## config.mk

```make
export PLATFORM = sky130hd
export DESIGN_NAME = imem_dmem_port_arbiter
export DESIGN_NICKNAME = d
export VERILOG_FILES = /design/src/rtl/imem_dmem_port_arbiter.sv
export SDC_FILE = /design/constraint.sdc
export NUM_CORES = 1
export LEC_CHECK = 0
export ABC_AREA = 1
export CORE_AREA = 2 2 109 111
export DETAILED_ROUTE_END_ITERATION = 16
export DIE_AREA = 0 0 111 113
export MAX_ROUTING_LAYER = met4
export PLACE_DENSITY = 0.61
export SLEW_MARGIN = 10
export SYNTH_ARGS = -nofsm -noshare
export SYNTH_HDL_FRONTEND = slang
export SYNTH_SLANG_ARGS = --single-unit
```

## constraint.sdc

```tcl
create_clock -name clk -period 2.97 [get_ports clk]
set_clock_uncertainty 0.05 [all_clocks]
set_input_delay 0.594 -clock clk [delete_from_list [all_inputs] [get_ports clk]]
set_output_delay 0.594 -clock clk [all_outputs]
set_load 0.005 [all_outputs]
```

## src/rtl/imem_dmem_port_arbiter.sv

```systemverilog
// imem_dmem_port_arbiter
// Shares one req/gnt/rvalid memory port between the fetch stage (read-only
// instruction requester) and the memory stage (read/write data requester).
// Address phases are arbitrated combinationally. The owner of every granted
// transaction is kept in an in-order FIFO so that each response is steered
// back to the requester that issued it. A bounded data-priority streak
// prevents fetch from being starved.
//
// Ports:
//   clk, rst                 clock, asynchronous active-high reset
//   instr_*                  fetch request side (req/addr in; gnt/rvalid/rdata/err out)
//   data_*                   data request side (req/we/be/addr/wdata in; gnt/rvalid/rdata/err out)
//   mem_*                    unified memory port (req/we/be/addr/wdata out; gnt/rvalid/rdata/err in)
module imem_dmem_port_arbiter #(
  parameter int unsigned MAX_OUTSTANDING = 2,
  parameter int unsigned DATA_STREAK_MAX = 4
) (
  input  logic        clk,
  input  logic        rst,
  input  logic        instr_req_i,
  input  logic [31:0] instr_addr_i,
  output logic        instr_gnt_o,
  output logic        instr_rvalid_o,
  output logic [31:0] instr_rdata_o,
  output logic        instr_err_o,
  input  logic        data_req_i,
  input  logic        data_we_i,
  input  logic [3:0]  data_be_i,
  input  logic [31:0] data_addr_i,
  input  logic [31:0] data_wdata_i,
  output logic        data_gnt_o,
  output logic        data_rvalid_o,
  output logic [31:0] data_rdata_o,
  output logic        data_err_o,
  output logic        mem_req_o,
  output logic        mem_we_o,
  output logic [3:0]  mem_be_o,
  output logic [31:0] mem_addr_o,
  output logic [31:0] mem_wdata_o,
  input  logic        mem_gnt_i,
  input  logic        mem_rvalid_i,
  input  logic [31:0] mem_rdata_i,
  input  logic        mem_err_i
);

  localparam int unsigned PTR_W = (MAX_OUTSTANDING > 1) ? $clog2(MAX_OUTSTANDING) : 1;
  localparam int unsigned CNT_W = $clog2(MAX_OUTSTANDING + 1);
  localparam int unsigned STK_W = $clog2(DATA_STREAK_MAX + 1);

  // Owner IDs stored in the tracking FIFO
  localparam logic OWN_I = 1'b0;
  localparam logic OWN_D = 1'b1;

  typedef enum logic [1:0] {
    IDLE   = 2'd0,
    HOLD_I = 2'd1,
    HOLD_D = 2'd2
  } state_e;

  state_e             state_q, state_d;
  logic               owner_q [MAX_OUTSTANDING];
  logic               owner_d [MAX_OUTSTANDING];
  logic [PTR_W-1:0]   wr_ptr_q, wr_ptr_d;
  logic [PTR_W-1:0]   rd_ptr_q, rd_ptr_d;
  logic [CNT_W-1:0]   count_q, count_d;
  logic [STK_W-1:0]   streak_q, streak_d;
  logic               spurious_rsp_q, spurious_rsp_d;

  logic sel_i, sel_d;
  logic gnt_i, gnt_d;
  logic push, pop, room;
  logic head_owner;

  function automatic logic [PTR_W-1:0] ptr_inc(input logic [PTR_W-1:0] p);
    return (p == PTR_W'(MAX_OUTSTANDING - 1)) ? '0 : p + PTR_W'(1);
  endfunction

  // Arbitration, address-phase steering and response routing
  always_comb begin
    state_d        = state_q;
    sel_i          = 1'b0;
    sel_d          = 1'b0;
    mem_req_o      = 1'b0;
    mem_we_o       = 1'b0;
    mem_be_o       = 4'h0;
    mem_addr_o     = 32'h0;
    mem_wdata_o    = 32'h0;
    instr_rvalid_o = 1'b0;
    instr_rdata_o  = 32'h0;
    instr_err_o    = 1'b0;
    data_rvalid_o  = 1'b0;
    data_rdata_o   = 32'h0;
    data_err_o     = 1'b0;

    pop        = mem_rvalid_i && (count_q != '0);
    head_owner = owner_q[rd_ptr_q];
    // A pop in this cycle frees a slot, so a full FIFO can still accept a grant
    room       = (count_q != CNT_W'(MAX_OUTSTANDING)) || pop;

    case (state_q)
      IDLE: begin
        if (room) begin
          if (instr_req_i && data_req_i) begin
            if (streak_q == STK_W'(DATA_STREAK_MAX)) sel_i = 1'b1;
            else                                     sel_d = 1'b1;
          end else begin
            sel_i = instr_req_i;
            sel_d = data_req_i;
          end
        end
        mem_req_o = sel_i | sel_d;
        if (sel_i && !mem_gnt_i) state_d = HOLD_I;
        if (sel_d && !mem_gnt_i) state_d = HOLD_D;
      end
      HOLD_I: begin
        sel_i     = 1'b1;
        mem_req_o = instr_req_i;
        // Dropping req before gnt abandons the transaction without a push
        if (!instr_req_i || mem_gnt_i) state_d = IDLE;
      end
      HOLD_D: begin
        sel_d     = 1'b1;
        mem_req_o = data_req_i;
        if (!data_req_i || mem_gnt_i) state_d = IDLE;
      end
      default: state_d = IDLE;
    endcase

    gnt_i = sel_i && instr_req_i && mem_gnt_i;
    gnt_d = sel_d && data_req_i && mem_gnt_i;
    push  = gnt_i | gnt_d;

    if (sel_i) begin
      mem_addr_o = instr_addr_i;
      mem_be_o   = 4'hF;
    end else if (sel_d) begin
      mem_we_o    = data_we_i;
      mem_be_o    = data_be_i;
      mem_addr_o  = data_addr_i;
      mem_wdata_o = data_wdata_i;
    end

    if (pop) begin
      if (head_owner == OWN_I) begin
        instr_rvalid_o = 1'b1;
        instr_rdata_o  = mem_rdata_i;
        instr_err_o    = mem_err_i;
      end else begin
        data_rvalid_o = 1'b1;
        data_rdata_o  = mem_rdata_i;
        data_err_o    = mem_err_i;
      end
    end

    instr_gnt_o = gnt_i;
    data_gnt_o  = gnt_d;

    // Outputs stay quiet while reset is held, whatever the inputs do
    if (rst) begin
      mem_req_o      = 1'b0;
      mem_we_o       = 1'b0;
      mem_be_o       = 4'h0;
      mem_addr_o     = 32'h0;
      mem_wdata_o    = 32'h0;
      instr_gnt_o    = 1'b0;
      data_gnt_o     = 1'b0;
      instr_rvalid_o = 1'b0;
      instr_rdata_o  = 32'h0;
      instr_err_o    = 1'b0;
      data_rvalid_o  = 1'b0;
      data_rdata_o   = 32'h0;
      data_err_o     = 1'b0;
    end
  end

  // Owner FIFO, streak counter and spurious-response flag next state
  always_comb begin
    owner_d = owner_q;
    if (push) owner_d[wr_ptr_q] = gnt_d ? OWN_D : OWN_I;
    wr_ptr_d = push ? ptr_inc(wr_ptr_q) : wr_ptr_q;
    rd_ptr_d = pop  ? ptr_inc(rd_ptr_q) : rd_ptr_q;
    count_d  = count_q + CNT_W'(push) - CNT_W'(pop);

    streak_d = streak_q;
    if (gnt_i || !instr_req_i) begin
      streak_d = '0;
    end else if (gnt_d && (streak_q != STK_W'(DATA_STREAK_MAX))) begin
      streak_d = streak_q + STK_W'(1);
    end

    spurious_rsp_d = spurious_rsp_q | (mem_rvalid_i && (count_q == '0));
  end

  always_ff @(posedge clk or posedge rst) begin
    if (rst) begin
      state_q        <= IDLE;
      owner_q        <= '{default: 1'b0};
      wr_ptr_q       <= '0;
      rd_ptr_q       <= '0;
      count_q        <= '0;
      streak_q       <= '0;
      spurious_rsp_q <= 1'b0;
    end else begin
      state_q        <= state_d;
      owner_q        <= owner_d;
      wr_ptr_q       <= wr_ptr_d;
      rd_ptr_q       <= rd_ptr_d;
      count_q        <= count_d;
      streak_q       <= streak_d;
      spurious_rsp_q <= spurious_rsp_d;
    end
  end

endmodule

```

# == Word-level counts from Yosys, hierarchy flattened ==
# Index checks and enable logic that the tools add are counted.
# word_totals
ff_bits,11
latchBits,0
out_inout_bits,140
rom_bits,0
input_bits,140
ramBits,0
mem_count,0
# classes
n_addsub,5
n_eq_ne,8
bitwise_logic,4
n_lt_le_gt_ge,3
n_div,0
multipliers,0
shifts,0
n_mux,60
n_reduce_logical,21
# ops
operator,n
32-bit two-way mux,12
1-bit two-way mux,33
4-bit two-way mux,3
1-bit logical AND,10
2-bit two-way mux,4
3-bit two-way mux,2
2-bit inequality test (second input constant),3
3-bit inequality test (second input constant),2
2-bit one-hot mux with 3 select lines,1
2-bit >= comparator (second input constant),2
1-bit logical OR,4
1-bit inverter with 2-bit output,2
1-bit one-hot mux with 2 select lines,2
2-bit nonzero test,2
3-bit by 1-bit adder with 3-bit output (second input constant),1
3-bit equality test (second input constant),1
1-bit logical NOT,3
1-bit one-hot mux with 3 select lines,1
3-bit AND reduction,1
1-bit adder (second input constant),2
2-bit by 1-bit adder with 2-bit output,1
2-bit bitwise mux,1
2-bit by 1-bit equality test with 1-bit output (second input constant),1
2-bit equality test (second input constant),1
5 further kinds,6

# == Longest topological paths before layout ==
# Gate-level depths: netlist of run 1.
# depth
depth_word,11
ltp_mapped,15

# == Worst setup path before layout of run 1 ==
# Ideal clock, no wire load.
# synth_path
kind,input port to output port
start,in rst
end,out data_rdata_o[22]
stages,5
arrival_time_ns,1.574
slack_ns,0.752
n_path_buf,2
path_cell_list,clkbuf_1 -> inv_1 -> nand3_2 -> buf_2 -> nor2_1
# synth_between
elab_chain_cells,1
# synth_rtl
item,line,source
from (decl),19,"input logic rst,"
32-bit two-way mux,159,if (rst) begin
to (decl),33,"output logic [31:0] data_rdata_o,"
# Every way passes these cells.

# == Final worst setup path of run 1 ==
# layout_path
start,reg streak_q[0]
end,out mem_addr_o[12]
# layout_between
elab_chain_cells,9
# layout_rtl
item,line,source
from (decl),66,"logic [STK_W-1:0] streak_q, streak_d;"
from (signal assigned),209,streak_q <= streak_d;
3-bit equality test (*),104,if (streak_q == STK_W'(DATA_STREAK_MAX)) sel_i = 1'b1;
1-bit two-way mux,104,
1-bit two-way mux,103,if (instr_req_i && data_req_i) begin
1-bit two-way mux,102,if (room) begin
1-bit two-way mux,100,case (state_q)
1-bit one-hot mux with 2 select lines,100,
32-bit two-way mux,136,end else if (sel_d) begin
32-bit two-way mux (*),133,if (sel_i) begin
32-bit two-way mux (*),159,
to (decl),38,"output logic [31:0] mem_addr_o,"
# Mark *: on every way between the ends. The rest lies on a longest branch, timed or not. The select of a mux whose other input is x is not followed.

==> results of run 1 <==
-- cells in the mapped netlist, drive strengths merged --
library cell and instances:
a21oi 37, buf 14, clkbuf 10, dfrtp 11, ha 3, inv 52, nand2 132, nand3 13
nand4 3, nor2 105, nor3 1, o21a 1, o21ai 7, o21bai 1, xor2 4
-- path summary, 6_finish.rpt --
kind	from	slack (ps)	cells past startpoint	end
worst max-delay path	streak_q[0]	140	11	mem_addr_o[12]
worst min-delay path	rst	370	3	rd_ptr_q
worst max register to register	streak_q[0]	410	18	count_q[1]
worst min register to register	owner_q[0]	440	2	owner_q[0]
max in group asynchronous	rst	2330	3	streak_q[1]
min in group clk	owner_q[0]	440	2	owner_q[0]
-- cell families (layout without fill, tap and decap cells) --
group                    Yosys count  count (layout)  synth area share
AND/OR/NAND/NOR                  254             254             0.519
AO/OA/AOI/OAI                     46              46             0.130
buffers and inverters             76             364             0.171
adder cells (fa/ha/maj)            3               3            0.0195
flip-flops                        11              11             0.143
XOR/XNOR                           4               4            0.0182
-- power groups by stage --
| stage | Clock [uW] | Sequential, uW | Combinational (uW) |
|---|---|---|---|
| 5_1_grt | 264 | 270 | 2290 |
| 3_5_place_dp | 0 | 260 | 1990 |
| 2_1_floorplan | 0 | 246 | 905 |
| 3_3_place_gp | 0 | 254 | 1960 |
| 4_1_cts | 256 | 259 | 2060 |
| 6_report | 252 | 261 | 2090 |
-- through the flow --
step	TNS (ps)	area, um^2	power [uW]	instances	hold WS [ps]
3_5_place_dp	-11280	4950	2250	813	441
3_3_place_gp	-12000	4950	2210	813	416
6_report	0	5150	2600	825	373
4_1_cts	-436	5050	2570	822	387
5_1_grt	0	5150	2830	825	418
2_1_floorplan	0	1930	1150	394	392
-- flip-flops by register name, summed over array words and instances, names as in the netlist --
name      count
wr_ptr_q      1
rd_ptr_q      1
state_q       2
owner_q       2
streak_q      3
count_q       2
-- repair_timing --
item                                    4_1_cts  5_1_grt
pin swaps                                     1        3
resized for setup                            97       27
endpoints found under the setup margin      110       86
buffers inserted                              3        2
hold buffers                                  0        0
gates cloned                                  2        1
-- layer usage --
layer,track usage,vias up,wire [um]
li1,-,1757,-
met1,0.207,1539,4910
met2,0.325,152,6140
met3,0.0220,9,642
met4,0.0208,0,70
met5,-,-,0
-- worst register-to-register path, cell delays in order, from the launching register on --
cell	delay [ps]
dfrtp_1	390
inv_1	90
ha_1	200
nand2_2	80
nand2_2	80
nand2_2	60
o21bai_4	300
buf_12	160
buf_16	130
nand2_4	50
buf_4	150
nand2_1	80
nand2_1	50
nand2_1	60
ha_1	150
xor2_1	180
inv_1	60
nand4_1	80
nand2_1	50
-- final cells by class --
cell class / instances / area [um^2] / share of cell area
well taps: 143 / 179 / 0.0347
inverters: 52 / 195 / 0.0379
flip-flops and latches: 11 / 275 / 0.0534
clock buffers: 4 / 78.8 / 0.0153
repair buffers: 308 / 3070 / 0.596
multi-input cells: 307 / 1360 / 0.263
==> metrics.log, run 1 <==
INFO  metric outcome = complete, no violations
INFO  metric final_cell_mix = clkdlybuf4s50_1 (182), nand2_1 (125), nor2_1 (104), dlygate4sd2_1 (75), inv_1 (50)
INFO  metric worstSkewPairLatency = 240 ps
INFO  metric grt_use_total = 0.174
INFO  metric power_density = 506 nW/um^2
INFO  metric cts_inserted_buffers = 3
INFO  metric synthDominantCellAreaShare = 0.250
INFO  metric timing_hold_violations_final = 0
INFO  metric required = 2330 ps
INFO  metric finalCriticalPeriod = 2830 ps
INFO  metric number_of_placement_rows = 39
INFO  metric wl_per_cell = 14.2 um
INFO  metric worst_hold_path_type = in -> async
INFO  metric design.portCount = 280
INFO  metric grt_start_max_net_pins = 72
INFO  metric drive_above_1_share = 0.0777
INFO  metric first_global_vias = 3261
INFO  metric syn_avg_cell_area = 4.89 um^2
INFO  metric max_slew.worst_pin.slew = 722 ps
INFO  metric fmax = 0.354 GHz
INFO  metric finalNetCount = 826
INFO  metric power.share.switching = 0.427
INFO  metric cellInternalPower = 1490 uW
INFO  metric maximum_vdd_ir_drop = 253 uV
INFO  metric worst_path_most_repeated_cell = nand2_2
INFO  metric register_bit_count_reported_by_yosys = 11
INFO  metric synth_largest_area_cell = nand2_1
INFO  metric netlist-cell-type-count = 21
INFO  metric timing.critical_path.fanout_max = 14
INFO  metric routabilityCongestion = 0.898
INFO  metric remaining_drc_errors = 0
INFO  metric crit_family = buffers and inverters
INFO  metric pwr-share-comb = 0.803
INFO  metric final_critical_path_setup_slack = 143 ps
INFO  metric detailedRoute.firstIterationViolations = 175
INFO  metric crit_buf_inv = 4
INFO  metric drt-vias-per-instance = 4.19
INFO  metric initial_utilization = 0.171
INFO  metric cts.clk_slew.worst_paths = 40 ps
INFO  metric place.detailed.hpwl = 9520 um
INFO  metric final_max_tran_viols = 0
INFO  metric detail_route.first_pass.iterations = 4
INFO  metric net-switching-power = 1110 uW
INFO  metric horizontal_die_dimension = 111 um
INFO  metric critical_path.max_stage_delay = 390 ps
INFO  metric timing.slew.headroom = 0.519
INFO  metric layout.filler_cells = 1180
INFO  metric totalWireLength = 11800 um
INFO  metric power_leakage = 0.00293 uW
INFO  metric rsz_0062_raised_after_global_routing = false
INFO  metric htreeDepth = 1
INFO  metric finalSetupViolations = 0
INFO  metric yosysWarnings = 0
INFO  metric clock_sinks = 11
INFO  metric drv_cap = 0
INFO  metric flow.area_growth_from_synthesis = 168%
INFO  metric synthCells = 394
INFO  metric placeableCoreArea = 11300 um^2
INFO  metric n_antenna_cell = 0
INFO  metric critical_path.endpoint_type = primary output
INFO  metric synth-seq-area-share = 0.143
INFO  metric port-buffer-count = 279
INFO  metric tritoncts = done
INFO  metric cell_with_the_largest_stage_delay_on_the_worst_path = dfrtp_1
INFO  metric grt.overflow.total = 0
INFO  metric critical_path_class = reg -> out
INFO  metric clock_tree.buffer_depth = 2
INFO  metric cells_along_the_critical_path = inv_1, ha_1, nand2_2, nand2_2, nand2_2, o21bai_4, buf_12, buf_16, nand2_1, a21oi_1, dlygate4sd2_1
INFO  metric dp_slack = -238 ps
INFO  metric netlist_top_cells_area = nand2_1 (25%), nor2_1 (20%), dfrtp_1 (14%), inv_1 (10%), a21oi_1 (9.4%)
INFO  metric layout.cells.most_common = clkdlybuf4s50_1
INFO  metric utilization = 0.457
INFO  metric finalCritPeriodShare = 0.952
INFO  metric design.die.area = 12500 um^2
INFO  metric sequentialPowerShare = 0.100
INFO  metric post_synth_instance_area = 1930 um^2
INFO  metric critical_path_arrival = 2180 ps
INFO  metric pwr-share-clk = 0.097
INFO  metric crit_start_category = flop
INFO  metric grt_antenna_before_repair = 0
INFO  metric die_h = 113 um
INFO  metric postRouteAntennaNets = 0
INFO  metric grt_pass1_wl = 17300 um
INFO  metric cts_root_buffer = clkbuf_16
INFO  metric routed-via-count = 3457
INFO  metric mappedNetlistNets = 537
No activity file was read; power rests on OpenSTA's default activity.
==> run 2, diff against run 1 <==
Settings changed: HOLD_SLACK_MARGIN set to 0.06, RECOVER_POWER set to 25.
==> run 2 against run 1 <==
Compared with the run above:
- final area shrank 1.2%
- maximum frequency about the same
- largest cell class unchanged
- global-route usage stayed put
- first-iteration DRC count up 1.1%
- sequential power about the same
- count of clock-buffer cells in the layout stayed put
- die area unchanged
- sequential share of layout area rose by 0.067 points
- combinational power about the same
- power shrank 1.2%
- critical path depth stayed put
- non-clock buffer count unchanged
==> metrics.log, run 2 (same netlist as run 1, synthesis figures left out) <==
INFO  metric outcome = complete, no violations
INFO  metric grt_pass1_wl = 17300 um
INFO  metric fmax = 0.354 GHz
INFO  metric remaining_drc_errors = 0
INFO  metric critical_path.endpoint_type = primary output
INFO  metric final_max_tran_viols = 0
INFO  metric quantity_of_hold_fixing_buffers_added_after_cts = 0
INFO  metric grt_use_total = 0.174
INFO  metric cts_inserted_buffers = 3
INFO  metric finalSetupViolations = 0
INFO  metric n_antenna_cell = 0
INFO  metric sequentialPowerShare = 0.101
INFO  metric drv_cap = 0
INFO  metric largest_register_ffs = 3
INFO  metric required = 2330 ps
INFO  metric power_leakage = 0.00268 uW
INFO  metric critical_path_arrival = 2180 ps
INFO  metric total_power = 2570 uW
INFO  metric initial_utilization = 0.171
INFO  metric finalInstanceArea = 5090 um^2
INFO  metric finalCritPeriodShare = 0.951
INFO  metric grt_antenna_before_repair = 0
INFO  metric wl_per_cell = 14.2 um
INFO  metric rsz_0062_raised_after_global_routing = false
INFO  metric die_h = 113 um
INFO  metric design.portCount = 280
INFO  metric power.share.switching = 0.426
INFO  metric place.detailed.hpwl = 9520 um
INFO  metric pwr-share-clk = 0.098
INFO  metric critical_path_class = reg -> out
INFO  metric cellInternalPower = 1480 uW
INFO  metric maximum_vdd_ir_drop = 250 uV
INFO  metric final_cells = 825
INFO  metric layout.cells.most_common = clkdlybuf4s50_1
INFO  metric pwr-share-comb = 0.801
INFO  metric totalWireLength = 11700 um
INFO  metric clock_tree.buffer_depth = 2
INFO  metric final_cell_mix = clkdlybuf4s50_1 (181), nand2_1 (126), nor2_1 (104), dlygate4sd2_1 (75), inv_1 (50)
INFO  metric worst_hold_slack = 438 ps
INFO  metric power_density = 506 nW/um^2
INFO  metric cts.clk_slew.worst_paths = 40 ps
INFO  metric drt-vias-per-instance = 4.19
INFO  metric port-buffer-count = 279
INFO  metric postRouteAntennaNets = 0
INFO  metric clock_sinks = 11
INFO  metric placement.cell_area = 4950 um^2
INFO  metric timing.slew.headroom = 0.517
INFO  metric register_with_the_most_flip_flops = streak_q
INFO  metric drive_above_1_share = 0.0674
INFO  metric tritoncts = done
INFO  metric design.die.area = 12500 um^2
INFO  metric finalNetCount = 826
INFO  metric timing.critical_path.fanout_max = 14
INFO  metric grt.overflow.total = 0
INFO  metric routed-via-count = 3455
INFO  metric worstSkewPairLatency = 240 ps
INFO  metric timing_hold_violations_final = 0
INFO  metric flow.area_growth_from_synthesis = 164%
INFO  metric max_slew.worst_pin.slew = 724 ps
INFO  metric crit_start_category = flop
INFO  metric net-switching-power = 1100 uW
INFO  metric placedCellCount = 813
INFO  metric detail_route.first_pass.iterations = 5
INFO  metric grt_start_max_net_pins = 72
INFO  metric cts_root_buffer = clkbuf_16
INFO  metric routabilityCongestion = 0.898
INFO  metric horizontal_die_dimension = 111 um
INFO  metric worst_hold_path_type = reg -> reg
INFO  metric first_global_vias = 3261
INFO  metric placeableCoreArea = 11300 um^2
INFO  metric finalCriticalPeriod = 2820 ps
INFO  metric number_of_placement_rows = 39
INFO  metric detailedRoute.firstIterationViolations = 177
INFO  metric htreeDepth = 1
-- run 2: changes by cell type in the layout (fill, tap and decap cells not counted), sizes merged --
cell / change
clkdlybuf4s50: -1
dlygate4sd3: +1
dlymetal6s2s: -13
clkbuf: +5
clkdlybuf4s25: +13
buf: -5
-- run 2: final timing paths --
kind	from	end	slack, ps	cells after the start
min in group asynchronous	rst	rd_ptr_q	540	3
min	owner_q[0]	owner_q[0]	440	2
min reg2reg	owner_q[0]	owner_q[0]	440	2
max in group asynchronous	rst	streak_q[1]	1890	3
max reg2reg	streak_q[0]	count_q[1]	410	16
max	streak_q[0]	mem_addr_o[12]	150	11
-- run 2: timing repair --
item | in CTS | in global routing
endpoints found under the setup margin | 110 | 86
gates cloned | 2 | 1
pin swaps | 1 | 3
setup buffers | 3 | 2
resized for setup | 97 | 27
-- run 2: layer usage --
layer | part of all wire | global-route usage | up-vias
li1 | - | - | 1756
met3 | 0.058 | 0.0220 | 11
met1 | 0.41 | 0.207 | 1535
met2 | 0.52 | 0.325 | 153
met5 | 0 | - | -
met4 | 0.0079 | 0.0208 | 0
-- run 2: through the flow --
stage	setup WS (ps)	utilization	TNS, ps
floorplan	752	-	0
global placement	-229	0.439	-12000
detailed placement	-238	0.439	-11280
CTS	-30.9	0.448	-436
global route	21.5	0.451	0
finish	145	0.451	0
-- run 2: layout make-up --
class | instances | area [um^2]
Clock buffer | 4 | 78.8
Fill cell | 1194 | 6180
Sequential cell | 11 | 275
Timing Repair Buffer | 308 | 3030
Multi-Input combinational cell | 307 | 1330
Inverter | 52 | 195
Tap cell | 143 | 179
-- run 2: critical path, stage by stage, from the launching register on --
cell and delay, ps:
dfrtp_1 390, inv_1 90, ha_1 200, nand2_2 80, nand2_2 80, nand2_2 60, o21bai_4 300, buf_12 150
buf_16 130, nand2_1 50, a21oi_1 140, dlygate4sd2_1 250
-- run 2: power groups by stage --
stage	clock network, uW	logic (uW)	registers, uW
finish	251	2060	260
global route	264	2270	269
CTS	256	2060	259
detailed placement	0	1990	260
global placement	0	1960	254
floorplan	0	905	246
